--- config.mk ---
export PLATFORM = sky130hd
export DESIGN_NAME = bcd_score_display
export DESIGN_NICKNAME = d
export VERILOG_FILES = /design/src/rtl/bcd_score_display.sv
export SDC_FILE = /design/constraint.sdc
export NUM_CORES = 1
export LEC_CHECK = 0
export CORE_MARGIN = 2
export CORE_UTILIZATION = 45
export CTS_CLUSTER_SIZE = 24
export DETAILED_ROUTE_END_ITERATION = 8
export HOLD_SLACK_MARGIN = 0.06
export PLACE_DENSITY = 0.68
export SLEW_MARGIN = 10
export SYNTH_ARGS = -nofsm -noshare
export SYNTH_HDL_FRONTEND = slang
export SYNTH_SLANG_ARGS = --single-unit
--- constraint.sdc ---
create_clock -name clk -period 3.7 [get_ports clk]
set_input_delay 0.37 -clock clk [delete_from_list [all_inputs] [get_ports clk]]
set_output_delay 0.37 -clock clk [all_outputs]
set_load 0.1 [all_outputs]
--- src/rtl/bcd_score_display.sv ---
// rtl/bcd_score_display.sv - N-digit BCD score counter with high-score latch, lose/restart FSM and 7-seg drive
module bcd_score_display #(
  parameter int DIGITS        = 6,
  parameter int SATURATE      = 1,
  parameter int BLANK_LEADING = 1
) (
  input  logic                clk,
  input  logic                reset,
  input  logic                cycle,
  input  logic                pass,
  input  logic                lose,
  input  logic                restart,
  input  logic                show_hi,
  output logic [4*DIGITS-1:0] score_bcd,
  output logic [4*DIGITS-1:0] hi_bcd,
  output logic [7*DIGITS-1:0] hex,
  output logic                new_high,
  output logic                overflow,
  output logic                lost
);

  localparam int W = 4 * DIGITS;

  typedef enum logic {RUN, LOST} state_t;
  state_t state;

  logic [W-1:0] inc_val;
  logic         inc_carry;
  logic [W-1:0] src;

  function automatic logic [6:0] seg7(input logic [3:0] d);
    case (d)
      4'd0:    seg7 = 7'b1000000;
      4'd1:    seg7 = 7'b1111001;
      4'd2:    seg7 = 7'b0100100;
      4'd3:    seg7 = 7'b0110000;
      4'd4:    seg7 = 7'b0011001;
      4'd5:    seg7 = 7'b0010010;
      4'd6:    seg7 = 7'b0000010;
      4'd7:    seg7 = 7'b1111000;
      4'd8:    seg7 = 7'b0000000;
      4'd9:    seg7 = 7'b0010000;
      default: seg7 = 7'b1111111;
    endcase
  endfunction

  // Full ripple carry in one cycle; inc_carry high means the score was all-9s.
  always_comb begin
    logic c;
    c       = 1'b1;
    inc_val = '0;
    for (int i = 0; i < DIGITS; i++) begin
      if (c && score_bcd[4*i +: 4] == 4'd9) begin
        inc_val[4*i +: 4] = 4'd0;
      end else if (c) begin
        inc_val[4*i +: 4] = score_bcd[4*i +: 4] + 4'd1;
        c = 1'b0;
      end else begin
        inc_val[4*i +: 4] = score_bcd[4*i +: 4];
      end
    end
    inc_carry = c;
  end

  always_ff @(posedge clk or negedge reset) begin
    if (!reset) begin
      state     <= RUN;
      score_bcd <= '0;
      hi_bcd    <= '0;
      new_high  <= 1'b0;
      overflow  <= 1'b0;
      lost      <= 1'b0;
    end else if (restart) begin
      state     <= RUN;
      score_bcd <= '0;
      new_high  <= 1'b0;
      overflow  <= 1'b0;
      lost      <= 1'b0;
    end else begin
      case (state)
        RUN: begin
          if (lose) begin
            state <= LOST;
            lost  <= 1'b1;
            if (score_bcd > hi_bcd) begin
              hi_bcd   <= score_bcd;
              new_high <= 1'b1;
            end
          end else if (cycle && pass) begin
            if (inc_carry) begin
              overflow  <= 1'b1;
              score_bcd <= (SATURATE != 0) ? score_bcd : inc_val;
            end else begin
              score_bcd <= inc_val;
            end
          end
        end
        default: ;
      endcase
    end
  end

  assign src = show_hi ? hi_bcd : score_bcd;

  // Walk from the top digit down so "all higher digits zero" is known per digit.
  always_comb begin
    logic       hz;
    logic [3:0] nib;
    hz  = 1'b1;
    nib = 4'd0;
    hex = '1;
    for (int i = DIGITS - 1; i >= 0; i--) begin
      nib = src[4*i +: 4];
      if (BLANK_LEADING != 0 && i > 0 && hz && nib == 4'd0)
        hex[7*i +: 7] = 7'b1111111;
      else
        hex[7*i +: 7] = seg7(nib);
      if (nib != 4'd0) hz = 1'b0;
    end
  end

endmodule

Word level (Yosys, flattened, before mapping)
Memories as Yosys holds them, arrays and structs flattened.
Cells that the tools add are included.

storage, ports and cells
  bits in registers = 52
  logic and storage cells = 120
  memories = 6
  memory bits (read-only) = 672

operators by class
  magnitude comparators = 1
  add/sub/neg operators = 6
  bitwise operators = 2
  mux-type cells = 47
  equal/unequal tests = 9
  reductions and logical operators = 38

memories
  memory           words  bits a word  read ports  clocked after memory_dff  wr ports  RTL line  text
  (no name shown)  16     7            1           0                         0         32        case (d)
  (no name shown)  16     7            1           0                         0         32
  (no name shown)  16     7            1           0                         0         32
  (no name shown)  16     7            1           0                         0         32
  (no name shown)  16     7            1           0                         0         32
  (no name shown)  16     7            1           0                         0         32

operators by type and width
  operator                                                          number
  24-bit 2-to-1 mux                                                 6
  4-bit 2-to-1 mux                                                  11
  7-bit 2-to-1 mux                                                  5
  1-bit 2-to-1 mux                                                  25
  5-bit AND reduction                                               5
  4-bit by 1-bit adder with 4-bit output (second input constant)    6
  4-bit == test (second input constant)                             6
  24-bit greater-than comparator                                    1
  4-bit logical NOT                                                 5
  4-bit nonzero test                                                4
  3-bit nonzero test                                                5
  4-bit AND reduction                                               3
  1-bit logical AND                                                 10
  2-bit nonzero test                                                4
  2-bit != test (second input constant)                             2
  3-bit AND reduction                                               1
  2-bit by 1-bit != test with 1-bit output (second input constant)  1
  1-bit inverter                                                    2
  2-bit AND reduction                                               1

Depth between registers and ports, before layout
Gate-level depths: netlist of the first run.

  word-level depth = 17
  depth in mapped cells = 10

Worst setup path after synthesis of the first run
Ideal clock, no wire load.

  path type = in2out
  start point = input show_hi
  end point = output hex[9]
  data arrival time = 4.541 ns
  cell stages on the path = 10
  path slack = -1.211 ns
  data required time = 3.330 ns
  cells stage by stage = buf_2 buf_2 buf_2 mux2_2 inv_1 ha_1 nand2_1 nor4_1 a21oi_1 o21ai_0

on the way
  longest elaborated chain between the ends = 8
  elaborated cells between the ends (all ways) = 13

ends and longest elaborated chain
  item                            RTL line  text
  start: declaration              13        input logic show_hi,
  24-bit 2-to-1 mux *             103       assign src = show_hi ? hi_bcd : score_bcd;
  4-bit nonzero test              118       if (nib != 4'd0) hz = 1'b0;
  1-bit 2-to-1 mux (4 in series)  118
  1-bit logical AND               114       if (BLANK_LEADING != 0 && i > 0 && hz && nib == 4'd0)
  7-bit 2-to-1 mux *              114
  end: declaration                16        output logic [7*DIGITS-1:0] hex,

Every way passes the cells marked *; elsewhere a longest branch is shown, timed or not.

Final worst setup path of the first run
  start point = input show_hi
  end point = output hex[13]

The elaborated chain is that of the path after synthesis.

==> results of run 1 <==
[state kept, by name, indices dropped and copies added, names as in the netlist]
signal and cells:
hi_bcd 24, score_bcd 24, lost 1, new_high 1, overflow 1, state 1
[cells by family (layout without fill, tap and decap cells)]
family,count (synthesis),in the layout
XOR/XNOR,7,7
adder cells (fa/ha/maj),66,66
multiplexers,56,56
AND/OR/NAND/NOR,225,225
flip-flops,52,52
AO/OA/AOI/OAI,174,174
buffers and inverters,82,179
[final cells by class]
cell class,instances,area [sq um]
well taps,147,184
repair buffers,124,1550
clock inverters,2,16.3
flip-flops and latches,52,1300
inverters,47,176
clock buffers,6,129
fillers,1054,4610
multi-input cells,528,3940
[what timing repair did]
item | 4_1_cts | 5_1_grt
hold endpoints to repair | 20 | 0
buffers inserted | 0 | 0
hold buffers | 1 | 0
[worst register-to-register path, stage by stage, from the launching register on]
cell      delay, ns
dfrtp_1        0.52
ha_1           0.38
nand4_1        0.18
or4_4          0.62
o21a_1         0.58
buf_4          0.42
mux2_2         0.28
o211ai_1       0.09
[synth_stat cells (17+ instances only)]
library cell	n
a21oi_1	36
clkbuf_1	22
dfrtp_1	52
ha_1	66
inv_1	46
mux2_2	32
mux2i_1	24
nand2_1	56
nand3_1	65
nand4_1	17
nor2_1	33
o211ai_1	19
o21ai_0	39
o311ai_0	24
[stage by stage]
stage | hold slack [ns] | setup WS, ns | total power [mW]
finish | 0.521 | 0.333 | 2.57
global route | 0.562 | 0.129 | 2.67
CTS | 0.529 | 0.357 | 2.58
detailed placement | 0.353 | 0.361 | 2.10
global placement | 0.351 | 0.462 | 2.07
floorplan | 0.0744 | 0.0132 | 1.63
[power breakdown]
| group | internal, mW | switching (mW) |
|---|---|---|
| Sequential | 0.593 | 0.0546 |
| Clock | 0.253 | 0.229 |
| Combinational | 0.450 | 0.988 |
[worst paths after layout]
kind	from	to	slack [ns]	cells past startpoint
worst max-delay path	show_hi	hex[13]	0.33	10
worst min-delay path	overflow$_DFFE_PN0P_	overflow$_DFFE_PN0P_	0.52	2
worst max register to register	score_bcd[22]$_DFFE_PN0P_	hi_bcd[8]$_DFFE_PN0P_	0.47	7
worst min register to register	overflow$_DFFE_PN0P_	overflow$_DFFE_PN0P_	0.52	2
max in group asynchronous	reset	hi_bcd[0]$_DFFE_PN0P_	2.32	3
min in group asynchronous	reset	overflow$_DFFE_PN0P_	0.56	2
[layer usage]
layer  routed length (um)  share of wire, %  GRT usage, %
met5                    0                 0             0
met4                  207               1.3          7.24
met3                  947               5.7          2.81
met2                 8350                50          44.5
met1                 7050                43          33.5
==> run metrics, run 1 <==
Post-Synth Adder-Cell Area 15.1%; Post-Synth Simple-Gate Area a little over a fifth; CP most frequent cell buf_4; first-pass GRT wire length around 27000 um; root buf cell clkbuf_16; XOR/XNOR Fraction of Synth Area 1.12%; Syn Nets 735; unrepaired setup endpoints after global routing false; Starting Density 45.9%; CTS Buf Count 5; core area around 0.012 sq mm; total grt overflow 0; gpl congestion between 0.8 and 0.9; area leader, netlist dfrtp_1; commonest non-fill, non-tap cell in the layout ha_1; fin. max-slew vios 0; Peak supply drop 0.000260 V; via/cell ratio 6.21; # H-tree levels 2; PostCTS Resize Cnt 0; Mapped Avg Cell Area 8.26 sq um; complex-gate fraction of the synthesized area 21.6%; Fmax 297 MHz; final hold vios 0; most frequent cells in the layout 66 x ha_1, 64 x nand3_1, 56 x nand2_1, 55 x clkdlybuf4s50_1, 52 x dfrtp_1; Design Area, Final 0.00730 sq mm; Final setup viols 0; Final period util between 90% and 100%; clock skew 0.00749 ns; Yosys reg bits 52; Synth warnings 0; Rows 40; boundary pin count 100; Die W 114 um; top cells by area, synth dfrtp_1 24%, ha_1 15%, mux2_2 6.6%, nand3_1 6.0%, mux2i_1 4.4%; Netlist cell types 57; kind of critical path in2out; # DRC 0; Die H between 100 and 150 um; CTS tree built; Max Cap Viol 0; largest net degree at the start of global routing 33; Post-synth EDFFs 0; worst slew pin tran 1.04 ns; 1st-iter DRT viols ~480; Top FF cell, synth dfrtp_1; CP Data Required Time approximately 3.3 ns; Nets 831; Area Growth Syn to Fin 33.5%; Final Non-Filler Cells between 900 and 1k; Die ar. 0.0130 sq mm; drt wl/cell 18.3 um; main combinational cell family by area after synthesis compound AO/OA/AOI/OAI gates; Synth Cell Area about 0.0055 sq mm; crit-path max FO 16; mux contribution to synthesized area 11.0%; startpoint types input pin; Reg clk slew, reported paths 0.07 ns; critical path's top delay family buffers and inverters; DPL Wire Length 12000 um; Critical Path, Cell by Cell buf_2, buf_4, mux2i_1, ha_1, o21ai_0, nor4_1, buf_4, nand2_1, a41oi_4, buf_12; top cell type's share of synthesized area 23.8%; fraction of layout cells with a size suffix above 1 18.4%; Period minus WS final 3.37 ns; sequential area share after synthesis 23.8%; ant diodes 0; Lkg Pwr 3.44 nW; clock sink total 52; critical path capture point type output port; IO buf count 99; Crit-path slowest cell mux2i_1; delay of the slowest critical-path stage between 0.4 and 0.5 ns; worst hold path type reg2reg; total track usage 25.5%; Gate Count Post-Synth 662; initial antenna violation count 0; drt total wl about 17000 um; CP arrival 3.00 ns; Final Core Density between 60% and 70%; Rel. slew slack a little over 30%; status finished, final reports clean; DP Area 0.00714 sq mm; Post-Place Cells 897; PD cells 352 mW/mm^2; Buf/Inv on CP 4; asr flop ratio synth 100%; Clock Tree Buf Depth 2; total number of vias 5622; Final TNS setup 0 ns; Final ANT Viol Nets 0; Clock Latency Late Sink 0.30 ns; DRT Pass-1 Iters 5; vias in the first global route 5478
Note: power is estimated with default switching activity, not from simulation.
==> run 2, diff against run 1 <==
CORE_MARGIN = 1.5   (was 2)
==> run 2 against run 1 <==
Combinational power about the same; first-iteration DRC count decreased by 3.1%; fmax increased by 4.9%; clock-buffer cell count unchanged; clock power increased by 11%; sequential share of layout area about the same; sequential power increased by 2%; cell area decreased by 0.15%; final cell count decreased by 0.44%; total power increased by 1.7%; via count decreased by 0.23%; critical endpoint is now hex[11]; critical path depth decreased by 1.
==> run metrics, run 2 (synthesis gave the netlist of run 1 again) <==
# DRC 0 (unchanged); worst slew pin tran 1.14 ns (was 1.04 ns); CTS Buf Count 5 (unchanged); most frequent cells in the layout 66 x ha_1, 64 x nand3_1, 56 x nand2_1, 55 x clkdlybuf4s50_1, 52 x dfrtp_1 (unchanged); Min Hold Slack 0.494 ns (was 0.521 ns); Design Area, Final 0.00729 sq mm (was 0.00730 sq mm); FF-to-FF Start hi_bcd[23]$_DFFE_PN0P_ (was score_bcd[22]$_DFFE_PN0P_); Die ar. 0.0128 sq mm (was 0.0130 sq mm); clock sink total 52 (unchanged); largest net degree at the start of global routing 50 (was 33); total grt overflow 0 (unchanged); kind of critical path reg2out (was in2out); worst hold path type reg2reg (unchanged); Die H 113 um (was 114 um); Fmax 312 MHz (was 297 MHz); final hold vios 0 (unchanged); Clock Latency Late Sink 0.30 ns (about the same); Worst Hold Launch lost$_DFFE_PN0P_ (was overflow$_DFFE_PN0P_); Tot Pwr 2.61 mW (was 2.57 mW); DP Area 0.00711 sq mm (was 0.00714 sq mm); clock skew 0.00850 ns (was 0.00749 ns); Clock Tree Buf Depth 2 (unchanged); root buf cell clkbuf_16 (unchanged); Starting Density 45.9% (unchanged); fill cell count 1012 (was 1054); initial antenna violation count 0 (unchanged); ant diodes 0 (unchanged); total track usage 25.5% (about the same); crit-path max FO 9 (was 16); first-pass GRT wire length 26900 um (was 27300 um); commonest non-fill, non-tap cell in the layout ha_1 (unchanged); fraction of layout cells with a size suffix above 1 18.0% (was 18.4%); # H-tree levels 2 (unchanged); boundary pin count 100 (unchanged); Final TNS setup 0 ns (unchanged); total number of vias 5609 (was 5622); origin of the worst setup path score_bcd[20]$_DFFE_PN0P_ (was show_hi); core area 0.0119 sq mm (unchanged); Reg clk slew, reported paths 0.07 ns (about the same); Peak supply drop 0.000219 V (was 0.000260 V); Nets 827 (was 831); largest registers hi_bcd x24, score_bcd x24 (unchanged); CP arrival 2.84 ns (was 3.00 ns); via/cell ratio 6.22 (was 6.21); 1st-iter DRT viols 469 (was 484); Final setup viols 0 (unchanged); Rows 40 (unchanged); Final period util 86.7% (was 91.0%); Final Core Density 61.2% (was 61.3%); gpl congestion 0.928 (was 0.879); DRT Pass-1 Iters 5 (unchanged); drt total wl 16300 um (was 16600 um); PD cells 358 mW/mm^2 (was 352 mW/mm^2); Area Growth Syn to Fin 33.3% (was 33.5%); DPL Wire Length 11900 um (was 12000 um); vias in the first global route 5479 (was 5478); critical path capture point type output port (unchanged); IO buf count 99 (unchanged); Post-CTS Setup Inserts 0 (unchanged); unrepaired setup endpoints after global routing false (unchanged); fin. max-slew vios 0 (unchanged); startpoint types flip-flop (was input pin); Max Cap Viol 0 (unchanged); Die W 113 um (was 114 um); Lkg Pwr 3.44 nW (about the same); drt wl/cell 18.1 um (was 18.3 um); Final ANT Viol Nets 0 (unchanged); CP Data Required Time 3.33 ns (about the same); Rel. slew slack 23.9% (was 30.5%); CTS tree built (unchanged); Period minus WS final 3.21 ns (was 3.37 ns); status finished, final reports clean (unchanged)
[run 2: power breakdown]
part           switching, mW  internal (mW)  total [mW]
Clock                  0.218          0.319       0.537
Sequential            0.0688          0.593       0.662
Combinational          0.970          0.441        1.41
Total                   1.26           1.35        2.61
[run 2: final cells by class]
| class | instances | area, sq um | share of cell area, % |
|---|---|---|---|
| Multi-Input combinational cell | 528 | 3940 | 54.0 |
| Clock inverter | 2 | 35.0 | 0.481 |
| Clock buffer | 6 | 129 | 1.77 |
| Timing Repair Buffer | 120 | 1520 | 20.9 |
| Inverter | 47 | 176 | 2.42 |
| Sequential cell | 52 | 1300 | 17.9 |
| Tap cell | 147 | 184 | 2.52 |
[run 2: final timing paths]
check,depth (start not counted),to,slack [ns]
hold / removal,2,lost$_DFFE_PN0P_,0.49
min in group asynchronous,2,score_bcd[22]$_DFFE_PN0P_,0.57
max in group asynchronous,3,score_bcd[8]$_DFFE_PN0P_,2.30
hold reg to reg,2,lost$_DFFE_PN0P_,0.49
setup reg to reg,8,hi_bcd[11]$_DFFE_PN0P_,0.71
setup / recovery,9,hex[11],0.49
[run 2: metal layers]
layer / vias up / global-route usage (%) / routed length [um]
met4: 0 / 6.92 / 283
li1: 2663 / - / -
met3: 29 / 4.77 / 1150
met1: 2689 / 32.8 / 6900
met2: 228 / 44.0 / 8010
met5: - / 0 / 0
[run 2: per-stage QoR]
| stage | cells | worst slack [ns] |
|---|---|---|
| after global placement | 893 | 0.623 |
| after global routing | 902 | 0.296 |
| after detailed placement | 893 | 0.525 |
| final | 902 | 0.491 |
| after floorplan | 662 | 0.0132 |
| after CTS | 902 | 0.492 |
[run 2: repair_timing]
item                                    in CTS  in global routing
hold endpoints to repair                    19                  0
hold buffers                                 1                  0
endpoints found under the setup margin       0                  0
resized for setup                            0                  0
[run 2: critical path: stages (launching register included)]
cell	delay, ns
dfrtp_1	0.51
mux2_2	0.37
inv_1	0.12
ha_1	0.26
nand2_1	0.17
nor4_1	0.32
buf_4	0.19
nand2_1	0.13
a41oi_4	0.27
buf_12	0.20
==> run 3, diff against run 2 <==
CORE_UTILIZATION = 55   (was 45)
CTS_BUF_LIST = sky130_fd_sc_hd__clkbuf_2   (was not set)
PLACE_DENSITY = 0.81   (was 0.68)
==> run 3 against run 2 <==
Sequential share of layout area rose by 0.48 points; final cell count fell by 1.8%; cell area fell by 2.6%; clock-buffer cell count fell by 1; combinational power barely moved; worst hold slack improved by 0.014 ns; sequential power rose by 0.9%; clock power fell by 55%; global-route usage rose by 5.8 points; flip-flop and latch count did not move; first-iteration DRC count fell by 9.2%; highest routed layer unchanged.
==> run metrics, run 3 (synthesis gave the netlist of run 1 again) <==
Die W 103 um (was 113 um); kind of critical path reg2out (unchanged); CTS tree built (unchanged); commonest non-fill, non-tap cell in the layout ha_1 (unchanged); unrepaired setup endpoints after global routing false (unchanged); critical path capture point type output port (unchanged); Die ar. 0.0105 sq mm (was 0.0128 sq mm); global-route met3 utilization 4.68% (was 4.77%); Design Area, Final 0.00710 sq mm (was 0.00729 sq mm); CP Data Required Time 3.33 ns (about the same); final hold vios 0 (unchanged); Area Growth Syn to Fin 29.9% (was 33.3%); CP arrival 3.07 ns (was 2.84 ns); Crit-path slowest cell dfrtp_1 (unchanged); status finished, final reports clean (unchanged); fin. max-slew vios 0 (unchanged); core area 0.00968 sq mm (was 0.0119 sq mm); worst slew pin tran 1.18 ns (was 1.14 ns); ant diodes 0 (unchanged); Reg clk slew, reported paths 0.29 ns (was 0.07 ns); # DRC 0 (unchanged); drt total wl 16000 um (was 16300 um); Nets 825 (was 827); Max Cap Viol 0 (unchanged); largest registers hi_bcd x24, score_bcd x24 (unchanged); Final ANT Viol Nets 0 (unchanged); CTS Buf Count 5 (unchanged); Critical Path, Cell by Cell mux2i_1, ha_1, nand2_1, nor4_1, buf_4, nand2_1, a41oi_4, buf_12 (was mux2_2, inv_1, ha_1, nand2_1, nor4_1, buf_4, nand2_1, a41oi_4, buf_12); most frequent cells in the layout 66 x ha_1, 64 x nand3_1, 56 x nand2_1, 55 x clkdlybuf4s50_1, 52 x dfrtp_1 (unchanged); IO buf count 99 (unchanged); total number of vias 5707 (was 5609); Rel. slew slack 21.2% (was 23.9%); Rows 36 (was 40); Lkg Pwr 3.36 nW (was 3.44 nW); vias in the first global route 5583 (was 5479); clock skew 0.0258 ns (was 0.00850 ns); Clock Latency Late Sink 0.46 ns (was 0.30 ns); Buf/Inv on CP 2 (was 3); 1st-iter DRT viols 426 (was 469); drt wl/cell 18.0 um (was 18.1 um); clock sink total 52 (unchanged); GR Util met2 54.8% (was 44.0%); fraction of layout cells with a size suffix above 1 17.9% (was 18.0%); DRT Pass-1 Iters 5 (unchanged); initial antenna violation count 0 (unchanged); DPL Wire Length 11600 um (was 11900 um); Post-CTS Setup Inserts 0 (unchanged); Clock Tree Buf Depth 2 (unchanged); via/cell ratio 6.44 (was 6.22); gpl congestion 0.971 (was 0.928); total grt overflow 0 (unchanged); PostCTS Resize Cnt 0 (unchanged); startpoint types flip-flop (unchanged); Die H 103 um (was 113 um); gr busiest metal met2 (unchanged); Final period util 93.1% (was 86.7%); delay of the slowest critical-path stage 0.56 ns (was 0.51 ns); DP Area 0.00704 sq mm (was 0.00711 sq mm); PD cells 324 mW/mm^2 (was 358 mW/mm^2); total track usage 31.3% (was 25.5%); crit-path max FO 9 (unchanged); largest net degree at the start of global routing 50 (unchanged); critical path's top delay family simple AND/OR/NAND/NOR gates (unchanged); Peak supply drop 0.000224 V (was 0.000219 V); CP most frequent cell nand2_1 (unchanged); Hold Buf Count CTS 1 (unchanged); Fmax 290 MHz (was 312 MHz); boundary pin count 100 (unchanged); Period minus WS final 3.44 ns (was 3.21 ns); root buf cell clkbuf_2 (was clkbuf_16); M1 GR Usage 39.9% (was 32.8%); Starting Density 56.4% (was 45.9%); first-pass GRT wire length 26700 um (was 26900 um); Tot Pwr 2.30 mW (was 2.61 mW); # H-tree levels 2 (unchanged); Final TNS setup 0 ns (unchanged); worst hold path type in2async (was reg2reg); Final setup viols 0 (unchanged)
==> run 3: changes by cell type in the layout (fill, tap and decap cells not counted), sizes merged <==
cell,delta
clkbuf,-1
bufinv,-1
clkinv,+2
buf,-2
==> run 3: metal layers <==
| metal | vias to the layer above | share of wire [%] |
|---|---|---|
| met5 | - | 0 |
| met4 | 0 | 2.3 |
| met3 | 47 | 7.9 |
| met2 | 304 | 49 |
| met1 | 2708 | 41 |
| li1 | 2648 | - |
==> run 3: final cells by class <==
type,count,area (sq um)
Clock buffer,5,25.0
Timing Repair Buffer,118,1470
Multi-Input combinational cell,528,3940
Sequential cell,52,1300
Tap cell,133,166
Clock inverter,3,18.8
Inverter,47,176
Fill cell,744,2590
==> run 3: worst reg2reg max path, delay by kind of cell, from the launching register on <==
family	cells	cell delay, ns
and+or+nand+nor	1	0.21
AOI/OAI and AO/OA	4	1.85
DFF	1	0.56
adders and majority gates	1	0.35
==> run 3: per-stage QoR <==
step | hold WS, ns | util (%) | setup WS, ns | instances
2_1_floorplan | 0.0744 | - | 0.0132 | 662
5_1_grt | 0.566 | 73.3 | 0.0450 | 886
4_1_cts | 0.535 | 73.3 | 0.300 | 886
3_3_place_gp | 0.484 | 72.7 | 0.659 | 877
3_5_place_dp | 0.501 | 72.7 | 0.525 | 877
6_report | 0.508 | 73.3 | 0.257 | 886
==> run 3: path summary, 6_finish.rpt <==
| kind | slack [ns] | depth (start not counted) | start | endpoint |
|---|---|---|---|---|
| min in group clk | 0.55 | 2 | lost$_DFFE_PN0P_ | lost$_DFFE_PN0P_ |
| worst min-delay path | 0.51 | 2 | reset | score_bcd[3]$_DFFE_PN0P_ |
| worst min register to register | 0.55 | 2 | lost$_DFFE_PN0P_ | lost$_DFFE_PN0P_ |
| worst max register to register | 0.65 | 6 | score_bcd[6]$_DFFE_PN0P_ | new_high$_DFFE_PN0P_ |
| worst max-delay path | 0.26 | 8 | score_bcd[21]$_DFFE_PN0P_ | hex[11] |
| max in group asynchronous | 2.44 | 3 | reset | hi_bcd[14]$_DFFE_PN0P_ |
==> run 3: power breakdown <==
part	internal, mW	switching [mW]
sequential	0.595	0.0734
combinational	0.427	0.964
clock	0.0461	0.198
total	1.07	1.23
